### config.mk
export PLATFORM = sky130hd
export DESIGN_NAME = bcd_serial_adder_ctrl_flat
export DESIGN_NICKNAME = d
export VERILOG_FILES = /design/src/rtl/bcd_pkg.sv /design/src/rtl/bcd_serial_adder_ctrl_if.sv /design/src/rtl/bcd_digit_add.sv /design/src/rtl/bcd_serial_adder_ctrl.sv /design/src/flat_wrapper.sv
export SDC_FILE = /design/constraint.sdc
export NUM_CORES = 1
export LEC_CHECK = 0
export CAP_MARGIN = 40
export CORE_AREA = 10 10 97 99
export CTS_CLUSTER_DIAMETER = 80
export DETAILED_ROUTE_END_ITERATION = 10
export DIE_AREA = 0 0 107 109
export PLACE_DENSITY = 0.61
export REMOVE_ABC_BUFFERS = 1
export SLEW_MARGIN = 10
export SYNTH_ARGS = -nofsm -noshare
export SYNTH_HDL_FRONTEND = slang
export SYNTH_SLANG_ARGS = --single-unit
### constraint.sdc
create_clock -name clk -period 8.9 [get_ports clk]
set_input_delay 1.78 -clock clk [delete_from_list [all_inputs] [get_ports clk]]
set_output_delay 1.78 -clock clk [all_outputs]
set_load 0.05 [all_outputs]
### src/rtl/bcd_pkg.sv
// bcd_pkg: shared constants, FSM state type and digit extraction for the serial BCD adder.
package bcd_pkg;
   localparam int DIGIT_W = 4;
   localparam int BCD_MAX = 9;
   localparam int BCD_ADJ = 6;
   localparam int MAX_W = 256;
   typedef enum logic [1:0] {IDLE, RUN, DONE} state_t;
   function automatic logic [DIGIT_W-1:0] get_digit(input logic [MAX_W-1:0] v, input int i);
      return v[i*DIGIT_W +: DIGIT_W];
   endfunction
endpackage

### src/rtl/bcd_serial_adder_ctrl_if.sv
// bcd_serial_adder_ctrl_if: host-side request/result bundle of the serial BCD adder.
interface bcd_serial_adder_ctrl_if #(parameter int NDIG = 4);
   logic            start;
   logic [4*NDIG-1:0] a;
   logic [4*NDIG-1:0] b;
   logic            cin;
   logic            busy;
   logic            done;
   logic [4*NDIG-1:0] sum;
   logic            cout;
   logic            err;
   modport master (output start, a, b, cin, input busy, done, sum, cout, err);
   modport slave  (input start, a, b, cin, output busy, done, sum, cout, err);
endinterface

### src/rtl/bcd_digit_add.sv
// bcd_digit_add: one decimal digit add with +6 correction and invalid-digit flag.
module bcd_digit_add
   import bcd_pkg::*;
(
   input  logic [DIGIT_W-1:0] a_d,
   input  logic [DIGIT_W-1:0] b_d,
   input  logic               ci,
   output logic [DIGIT_W-1:0] s,
   output logic               co,
   output logic               bad
);
   logic [DIGIT_W:0] t;
   always_comb begin
      t   = {1'b0, a_d} + {1'b0, b_d} + {{DIGIT_W{1'b0}}, ci};
      co  = t > (DIGIT_W+1)'(BCD_MAX);
      s   = co ? DIGIT_W'(t + (DIGIT_W+1)'(BCD_ADJ)) : t[DIGIT_W-1:0];
      bad = (a_d > DIGIT_W'(BCD_MAX)) || (b_d > DIGIT_W'(BCD_MAX));
   end
endmodule

### src/rtl/bcd_serial_adder_ctrl.sv
// bcd_serial_adder_ctrl: adds two NDIG-digit packed-BCD operands one digit per clock, LSD first.
module bcd_serial_adder_ctrl
   import bcd_pkg::*;
#(
   parameter int NDIG = 4
) (
   input logic                  clk,
   input logic                  rst,
   bcd_serial_adder_ctrl_if.slave bus
);
   localparam int W = 4*NDIG;
   localparam int IDX_W = NDIG > 1 ? $clog2(NDIG) : 1;
   state_t             state_q, state_d;
   logic [IDX_W-1:0]   idx_q, idx_d;
   logic               carry_q, carry_d;
   logic [W-1:0]       opa_q, opa_d, opb_q, opb_d, sum_q, sum_d;
   logic               cout_q, cout_d, err_q, err_d;
   logic [DIGIT_W-1:0] dig_s;
   logic               dig_co, dig_bad;
   bcd_digit_add u_add (
      .a_d (get_digit(MAX_W'(opa_q), int'(idx_q))),
      .b_d (get_digit(MAX_W'(opb_q), int'(idx_q))),
      .ci  (carry_q),
      .s   (dig_s),
      .co  (dig_co),
      .bad (dig_bad)
   );
   always_comb begin
      state_d = state_q;
      idx_d   = idx_q;
      carry_d = carry_q;
      opa_d   = opa_q;
      opb_d   = opb_q;
      sum_d   = sum_q;
      cout_d  = cout_q;
      err_d   = err_q;
      if (state_q == RUN) begin
         sum_d[DIGIT_W*idx_q +: DIGIT_W] = dig_s;
         carry_d = dig_co;
         err_d   = err_q | dig_bad;
         if (idx_q == IDX_W'(NDIG-1)) begin
            cout_d  = dig_co;
            state_d = DONE;
         end else begin
            idx_d = idx_q + 1'b1;
         end
      end else if (bus.start) begin
         opa_d   = bus.a;
         opb_d   = bus.b;
         carry_d = bus.cin;
         idx_d   = '0;
         sum_d   = '0;
         cout_d  = 1'b0;
         err_d   = 1'b0;
         state_d = RUN;
      end else if (state_q == DONE) begin
         state_d = IDLE;
      end
   end
   always_ff @(posedge clk) begin
      if (rst) begin
         state_q <= IDLE;
         idx_q   <= '0;
         carry_q <= 1'b0;
         opa_q   <= '0;
         opb_q   <= '0;
         sum_q   <= '0;
         cout_q  <= 1'b0;
         err_q   <= 1'b0;
      end else begin
         state_q <= state_d;
         idx_q   <= idx_d;
         carry_q <= carry_d;
         opa_q   <= opa_d;
         opb_q   <= opb_d;
         sum_q   <= sum_d;
         cout_q  <= cout_d;
         err_q   <= err_d;
      end
   end
   assign bus.busy = state_q == RUN;
   assign bus.done = state_q == DONE;
   assign bus.sum  = sum_q;
   assign bus.cout = cout_q;
   assign bus.err  = err_q;
endmodule
### src/flat_wrapper.sv
// flat-port wrapper written by rule: the top's interface ports become plain ports
module bcd_serial_adder_ctrl_flat import bcd_pkg::*;
#(
   parameter int NDIG = 4
)
  (clk, rst, bus_start, bus_a, bus_b, bus_cin, bus_busy, bus_done, bus_sum, bus_cout, bus_err);
  bcd_serial_adder_ctrl_if #(.NDIG(NDIG)) bus_i ();
  input logic clk;
  input logic rst;
  input wire logic [$bits(bus_i.start)-1:0] bus_start;
  input wire logic [$bits(bus_i.a)-1:0] bus_a;
  input wire logic [$bits(bus_i.b)-1:0] bus_b;
  input wire logic [$bits(bus_i.cin)-1:0] bus_cin;
  output wire logic [$bits(bus_i.busy)-1:0] bus_busy;
  output wire logic [$bits(bus_i.done)-1:0] bus_done;
  output wire logic [$bits(bus_i.sum)-1:0] bus_sum;
  output wire logic [$bits(bus_i.cout)-1:0] bus_cout;
  output wire logic [$bits(bus_i.err)-1:0] bus_err;
  assign bus_i.start = bus_start;
  assign bus_i.a = bus_a;
  assign bus_i.b = bus_b;
  assign bus_i.cin = bus_cin;
  assign bus_busy = bus_i.busy;
  assign bus_done = bus_i.done;
  assign bus_sum = bus_i.sum;
  assign bus_cout = bus_i.cout;
  assign bus_err = bus_i.err;
  bcd_serial_adder_ctrl #(.NDIG(NDIG)) u_core (.clk(clk), .rst(rst), .bus(bus_i));
endmodule
# Word-level counts from Yosys, hierarchy flattened
# Cells that the tools add are included.
# word_totals
reg_bits	55
in_bits	36
output_inout_bits	20
wordCells	51
# classes
add_sub_neg	5
magnitude_cmp	3
eq_ne	5
shift	4
muxes	17
n_bitwise	2
n_reduce_logical	7
# op_table
cell	n
$shiftx 256x5->4	2
$neg 4->34	1
$shift 4x34->16 const A	1
$shiftx 4x34->16	1
$mux 16	2
$bwmux 16	1
$mux 2	7
$gt 4x4->1 const B	2
$reduce_and 2->1	4
$mux 1	6
$add 4x4->5	1
$add 5x1->5	1
$gt 5x4->1 const B	1
$add 4x3->4 const B	1
$eq 2x2->1 const B	2
$mux 4	1
$reduce_bool 3->1	1
$add 2x1->2 const B	1
$eq 2x1->1 const B	1
$ne 2x1->1 const B	1
$ne 2x2->1 const B	1
$reduce_bool 2->1	1
$logic_or 1x1->1	1
$not 1->1	1
$or 1x1->1	1

# Depth between registers and ports, before layout
# Gate-level depths: netlist (run 1).
# depth
ltp_word	8
mapped_depth	13

# Modules after synthesis
# From an unflattened synthesis (run 1), not the netlist that was laid out.
# hier_totals
cells_unflattened	278
area_unflattened_um2	2681.3
# by_module_without_submodules
mod	n_inst	cells_per_inst	area_per_inst_um2	seq_area_each_um2
bcd_serial_adder_ctrl	1	253	2456.1	1101.1
bcd_digit_add	1	25	225.2	0.0

# Worst setup path before layout (run 1)
# No wires, ideal clock.
# synth_path
kind	register -> register
startpoint	register u_core.idx_q[0]
endpoint	register u_core.sum_q[14] (netlist: u_core.bus.sum[14])
setup_time_ns	0.060
t_arrival_ns	3.744
t_required_ns	8.840
slack_ns	5.096
path_stages_with_launch	14
period_less_slack_ns	3.804
path_cell_list	dfxtp_1 > buf_2 > buf_2 > mux4_2 > fa_1 > fa_1 > xnor2_1 > ha_1 > nor2b_1 > a31o_1 > o31ai_4 > mux2_4 > nor2_2 > a22o_1
# synth_between
elab_chain_cells	8
elab_cells_between_ends	12
cone_classes	4 x add/sub; 1 x order compare; 4 x shift; 3 x mux
# synth_lines
element	line	source
start: declaration	bcd_serial_adder_ctrl.sv:14	logic [IDX_W-1:0] idx_q, idx_d;
start signal: assignment	bcd_serial_adder_ctrl.sv:72	idx_q <= idx_d;
$shiftx 256x5->4	bcd_pkg.sv:9	return v[i*DIGIT_W +: DIGIT_W];
$add 4x4->5	bcd_digit_add.sv:14	t = {1'b0, a_d} + {1'b0, b_d} + {{DIGIT_W{1'b0}}, ci};
$add 5x1->5	bcd_digit_add.sv:14	
$add 4x3->4 or $gt 5x4->1 (tied branches)	bcd_digit_add.sv:16, bcd_digit_add.sv:15	
$mux 4	bcd_digit_add.sv:16	s = co ? DIGIT_W'(t + (DIGIT_W+1)'(BCD_ADJ)) : t[DIGIT_W-1:0];
$shiftx 4x34->16	bcd_serial_adder_ctrl.sv:38	sum_d[DIGIT_W*idx_q +: DIGIT_W] = dig_s;
$bwmux 16 *	bcd_serial_adder_ctrl.sv:38	
$mux 16 *	bcd_serial_adder_ctrl.sv:37	if (state_q == RUN) begin
end signal: assignment	bcd_serial_adder_ctrl.sv:76	sum_q <= sum_d;
end: declaration	bcd_serial_adder_ctrl.sv:16	logic [W-1:0] opa_q, opa_d, opb_q, opb_d, sum_q, sum_d;
# Mark *: on every way between the ends. The rest lies on a longest branch, timed or not.
# A chain may end at the register's enable or synchronous reset.

# Worst setup path in the final report (run 1)
# layout_path
startpoint	register u_core.state_q[1]
endpoint	output port bus_busy
# layout_between
elab_chain_cells	1
# layout_lines
element	line	source
start: declaration	bcd_serial_adder_ctrl.sv:13	state_t state_q, state_d;
start signal: assignment	bcd_serial_adder_ctrl.sv:71	state_q <= state_d;
$eq 2x1->1	bcd_serial_adder_ctrl.sv:81	assign bus.busy = state_q == RUN;
end: declaration	flat_wrapper.sv:14	output wire logic [$bits(bus_i.busy)-1:0] bus_busy;
# No other way between the ends.

==> results.sh, run 1 <==
export IMPL_status="complete, no violations"
export IMPL_firstDrtPassIters=4
export IMPL_coreArea_um2=7530
export IMPL_synth_seq_cells=55
export IMPL_hold_viol=0
export IMPL_drt_iter0_drc=102
export IMPL_antenna_found_initial=0
export IMPL_cts_resized=0
export IMPL_numCtsBuffers=5
export IMPL_fin_ws_ps=5020
export IMPL_synth_top_area_share_pct=44.3
export IMPL_finalCritPeriodShare_pct=43.6
export IMPL_setup_tns_ps=0
export IMPL_synth_cell_types=33
export IMPL_pre_cts_slack_ps=5090
export IMPL_critical_path_top_delay_family="buffers and inverters"
export IMPL_peakVddDrop_mv=0.0598
export IMPL_async_flop_share_pct=0
export IMPL_placed_cells=425
export IMPL_die_area_um2=11700
export IMPL_area_growth_syn_to_layout_pct=30.5
export IMPL_hold_path_class="register to register"
export IMPL_slowest_delay_ps=910
export IMPL_place_congestion=0.801
export IMPL_die_h_um=109
export IMPL_place_port_buffers=55
export IMPL_groute_usage_overall_pct=10.5
export IMPL_nFillCells=805
export IMPL_worstPathArrival_ps=2100
export IMPL_cts_tree="yes"
export IMPL_drive_gt1_share_pct=8.16
export IMPL_crit_type="register to primary output"
export IMPL_yosysTopAreaCell="dfxtp_1"
export IMPL_postSynthAreaPerCell_um2=8.84
export IMPL_grt_max_degree=37
export IMPL_ant_nets=0
export IMPL_start_util_pct=33.0
export IMPL_yosys_warnings=0
export IMPL_rsz0062_at_grt="false"
export IMPL_synthFlopType="dfxtp_1"
export IMPL_synth_cells=281
export IMPL_cts_buffer_depth=2
export IMPL_numClockSinks=55
export IMPL_avgViaCountPerCell=4.80
export IMPL_crit_required_ps=7120
export IMPL_finalNonFillerCells=433
export IMPL_ys_top_cells_by_area="dfxtp_1 44%, nand2_1 11%, a21oi_1 8.7%"
export IMPL_worst_slew_pin_slew_ps=647
export IMPL_syn_area_um2=2480
export IMPL_synth_edff_count=0
export IMPL_setup_violations=0
export IMPL_drc=0
export IMPL_wl_per_cell_um=13.8
export IMPL_rows=32
export IMPL_cp_num_buf_inv=2
export IMPL_post_cts_buffers=0
export IMPL_cts_hold_fix_buffers=0
export IMPL_grt_pass1_vias=2090
export IMPL_end_kind="primary output"
export IMPL_fmax_ghz=0.258
export IMPL_drv_slew=0
export IMPL_fin_skew_ps=11.9
export IMPL_crit_path_start_kind="register"
export IMPL_grt_pass1_wl_um=10000
export IMPL_path_cells="inv_1 > ha_1 > clkdlybuf4s50_1"
export IMPL_final_nets=378
export IMPL_cpMaxStageDelayCell="clkdlybuf4s50_1"
export IMPL_antenna_cells=0
export IMPL_cp_max_fo=15
export IMPL_cts_htree_levels=2
export IMPL_p_per_area_nw_per_um2=158
export IMPL_routed_wl_um=5990
export IMPL_slew_headroom_pct=56.4
export IMPL_clockRootBuffer="clkbuf_8"
export IMPL_p_leak_uw=0.00120
export IMPL_grt_overflow=0
export IMPL_maxCapViolCount=0
export IMPL_die_w_um=107
export IMPL_ios=56
export IMPL_cts_clk_slew_worst_paths_ps=90
export IMPL_clock_latency_ps=300
export IMPL_dpl_hpwl_um=4570
export IMPL_vias=2078
export IMPL_finalCriticalPeriod_ps=3880
export IMPL_yosysSeqAreaShare_pct=44.3
==> sequential cells by signal (all words and copies together), names as in the netlist <==
register / flops
u_core.opb_q: 16
u_core.bus.err: 1
u_core.opa_q: 16
u_core.idx_q: 2
u_core.bus.cout: 1
u_core.state_q: 2
u_core.bus.sum: 16
u_core.carry_q: 1
==> placed cells by master, fill, tap and decap left out, types with 3 or more instances in the layout <==
| master | instances |
|---|---|
| nand2_1 | 70 |
| dfxtp_1 | 55 |
| clkdlybuf4s50_1 | 54 |
| a21oi_1 | 43 |
| nor2_1 | 18 |
| ha_1 | 10 |
| a22oi_1 | 9 |
| mux4_2 | 8 |
| a22o_1 | 8 |
| inv_1 | 7 |
| nor2b_1 | 7 |
| clkbuf_8 | 5 |
| o21ai_0 | 4 |
| nor3_1 | 3 |
==> worst min-delay path, stage by stage (launching register included) <==
cell,delay [ps]
dfxtp_1,320
nand2_1,50
a21oi_1,50
==> kinds of logic (layout without fill, tap and decap cells) <==
family / Yosys count / in the layout / synth area share (%)
flip-flops: 55 / 55 / 44.3
AND/OR/NAND/NOR: 107 / 107 / 18.1
AO/OA/AOI/OAI: 70 / 70 / 17.5
adder cells (fa/ha/maj): 12 / 12 / 6.65
multiplexers: 11 / 11 / 8.72
buffers and inverters: 24 / 74 / 4.03
XOR/XNOR: 2 / 2 / 0.705
==> layout make-up <==
type / count / area (um^2) / share of cell area [%]
sequential: 55 / 1100 / 34.0
clock buffer: 6 / 72.6 / 2.24
tap: 102 / 128 / 3.94
multi-input combinational: 202 / 1280 / 39.7
clock inverter: 2 / 12.5 / 0.386
inverter: 7 / 26.3 / 0.811
timing repair buffer: 59 / 616 / 19.0
==> report_power, final <==
part	switching [uW]	total, uW	internal, uW	leakage (uW)
Clock	78.6	134	55.2	0.0000412
Sequential	6.28	264	257	0.000449
Combinational	61.3	114	52.7	0.000706
Total	146	512	365	0.00120
==> cell usage after synthesis (3+ instances only) <==
library cell  number
a21oi_1           43
mux4_2             8
inv_1              7
o21ai_0            4
nor3_1             3
a22o_1             8
ha_1              10
dfxtp_1           55
clkbuf_1          12
nand2_1           70
nor2b_1            8
a22oi_1            9
nor2_1            18
==> through the flow <==
step	power [uW]	area (um^2)	hold WS (ps)	utilization [%]
3_3_place_gp	378	3100	440	41.2
3_5_place_dp	384	3160	447	41.9
5_1_grt	543	3240	483	43.1
4_1_cts	517	3240	461	43.1
2_1_floorplan	338	2410	427	-
6_report	512	3240	460	43.1
==> routing by layer <==
layer  global-route usage [%]  part of all wire (%)
met1                     12.1                    44
met5                        0                     0
met4                     2.61                  0.73
met2                     18.4                    49
met3                     3.48                   6.2
==> worst paths after layout <==
check,startpoint,endpoint,slack [ps],cells past startpoint
setup / recovery,u_core.state_q[1]$_SDFFE_PP0P_,bus_busy,5020,3
hold / removal,u_core.opb_q[1]$_SDFFE_PP0P_,u_core.opb_q[1]$_SDFFE_PP0P_,460,2
setup reg to reg,u_core.idx_q[0]$_SDFFE_PP0P_,u_core.bus.sum[14]$_SDFFE_PP0P_,5080,12
hold reg to reg,u_core.opb_q[1]$_SDFFE_PP0P_,u_core.opb_q[1]$_SDFFE_PP0P_,460,2
(Power assumes the default switching activity.)
==> run 2, diff against run 1 <==
- clock period: 8.9 -> 3.6 ns (I/O delays scaled with it)
==> results.sh, run 2 (synthesis results as in run 1) <==
export IMPL_antenna_found_initial=0
export IMPL_cts_tree="yes"
export IMPL_crit_type="register to register"
export IMPL_grt_pass1_wl_um=10200
export IMPL_holdPathStages=2
export IMPL_peakVddDrop_mv=0.180
export IMPL_cts_clk_slew_worst_paths_ps=100
export IMPL_power_uw=1370
export IMPL_finalInstanceArea_um2=3330
export IMPL_crit_required_ps=3870
export IMPL_groute_usage_overall_pct=10.7
export IMPL_cp_max_fo=4
export IMPL_vias=2076
export IMPL_drv_slew=0
export IMPL_die_area_um2=11700
export IMPL_r2r_start="u_core.idx_q[0]$_SDFFE_PP0P_"
export IMPL_drive_gt1_share_pct=11.1
export IMPL_clockRootBuffer="clkbuf_8"
export IMPL_ff2ff_path_depth=11
export IMPL_rsz0062_at_grt="false"
export IMPL_place_area_um2=3180
export IMPL_setup_violations=0
export IMPL_timing_rr_end="u_core.bus.sum[14]$_SDFFE_PP0P_"
export IMPL_cts_buffer_depth=2
export IMPL_setup_tns_ps=0
export IMPL_hold_viol=0
export IMPL_worstPathArrival_ps=3710
export IMPL_final_cell_mix="70 x nand2_1, 54 x clkdlybuf4s50_1, 54 x dfxtp_1, 42 x a21oi_1, 18 x nor2_1"
export IMPL_area_growth_syn_to_layout_pct=34.0
export IMPL_hold_slack_ps=461
export IMPL_routed_wl_um=6140
export IMPL_avgViaCountPerCell=4.76
export IMPL_maxCapViolCount=0
export IMPL_place_congestion=0.875
export IMPL_post_cts_buffers=0
export IMPL_final_nets=381
export IMPL_crit_path_start_kind="register"
export IMPL_wl_per_cell_um=14.1
export IMPL_rrSetupSlack_ps=150
export IMPL_rows=32
export IMPL_start_util_pct=33.0
export IMPL_grt_overflow=0
export IMPL_end_kind="register"
export IMPL_numClockSinks=55
export IMPL_grt_max_degree=31
export IMPL_p_leak_uw=0.00124
export IMPL_clock_latency_ps=310
export IMPL_fin_ws_ps=154
export IMPL_slew_headroom_pct=52.8
export IMPL_hold_path_class="register to register"
export IMPL_die_h_um=109
export IMPL_finalCritPeriodShare_pct=95.7
export IMPL_drc=0
export IMPL_p_per_area_nw_per_um2=410
export IMPL_ant_nets=0
export IMPL_coreArea_um2=7530
export IMPL_min_from="u_core.opb_q[2]$_SDFFE_PP0P_"
export IMPL_worst_slew_pin_slew_ps=701
export IMPL_nFillCells=768
export IMPL_place_port_buffers=55
export IMPL_fin_skew_ps=9.82
export IMPL_die_w_um=107
export IMPL_fmax_ghz=0.290
export IMPL_numCtsBuffers=5
export IMPL_ios=56
export IMPL_dpl_hpwl_um=4680
export IMPL_firstDrtPassIters=4
export IMPL_antenna_cells=0
export IMPL_cts_hold_fix_buffers=0
export IMPL_cts_htree_levels=2
export IMPL_grt_pass1_vias=2129
export IMPL_finalCriticalPeriod_ps=3450
export IMPL_layout_commonest_cell="nand2_1"
export IMPL_hold_end="u_core.opb_q[2]$_SDFFE_PP0P_"
export IMPL_drt_iter0_drc=75
export IMPL_status="complete, no violations"
export IMPL_pre_cts_slack_ps=2.74
[run 2: cell count changes in the layout (fill, tap and decap cells not counted), sizes merged]
cell	change
clkinv	+1
clkbuf	-1
clkinvlp	-1
buf	+3
bufinv	+1
[run 2: worst max-delay path by stage]
stage,startpoint,end,slack (ps),depth (start not counted)
floorplan,u_core.idx_q[0]$_SDFFE_PP0P_,u_core.bus.sum[14]$_SDFFE_PP0P_,-210,11
global placement,u_core.idx_q[0]$_SDFFE_PP0P_,u_core.bus.sum[14]$_SDFFE_PP0P_,100,11
detailed placement,u_core.idx_q[0]$_SDFFE_PP0P_,u_core.bus.sum[14]$_SDFFE_PP0P_,3,11
CTS,u_core.idx_q[0]$_SDFFE_PP0P_,u_core.bus.sum[13]$_SDFFE_PP0P_,9,12
global route,u_core.idx_q[0]$_SDFFE_PP0P_,u_core.bus.sum[9]$_SDFFE_PP0P_,4,12
finish,u_core.idx_q[0]$_SDFFE_PP0P_,u_core.bus.sum[14]$_SDFFE_PP0P_,150,11
[run 2: timing repair]
item,4_1_cts,5_1_grt
cloned,0,0
resized for setup,1,8
hold endpoints to repair,0,0
setup endpoints to repair,4,12
[run 2: metrics by stage]
step	instances	util, %
floorplan	264	-
global placement	426	41.5
detailed placement	428	42.2
CTS	436	43.8
global route	436	44.2
finish	436	44.2
[run 2: cell type report]
cell class / count / area, um^2 / area share (%)
clock inverter: 3 / 43.8 / 1.32
timing repair buffer: 62 / 642 / 19.3
sequential: 55 / 1100 / 33.2
inverter: 7 / 26.3 / 0.790
multi-input combinational: 202 / 1310 / 39.5
tap: 102 / 128 / 3.84
clock buffer: 5 / 68.8 / 2.07
[run 2: per-layer routing]
layer,track usage [%],part of all wire (%),vias up
met5,0,0,-
met4,2.71,0.78,0
met3,3.83,6.3,5
met2,18.4,50,45
met1,12.4,43,953
li1,-,-,1073
[run 2: worst max-delay path, stage by stage (launching register included)]
cell	delay, ps
dfxtp_4	380
mux4_2	510
fa_1	450
fa_2	530
inv_1	90
ha_2	200
nor2b_1	130
a31o_1	230
o31ai_4	280
mux2_4	340
nor2_4	130
a22o_1	150
[run 2: power by group]
| part | total [uW] | leakage, uW | internal (uW) | switching [uW] |
|---|---|---|---|---|
| combinational | 302 | 0.000729 | 142 | 159 |
| sequential | 652 | 0.000450 | 636 | 15.7 |
| clock | 411 | 0.0000581 | 207 | 204 |
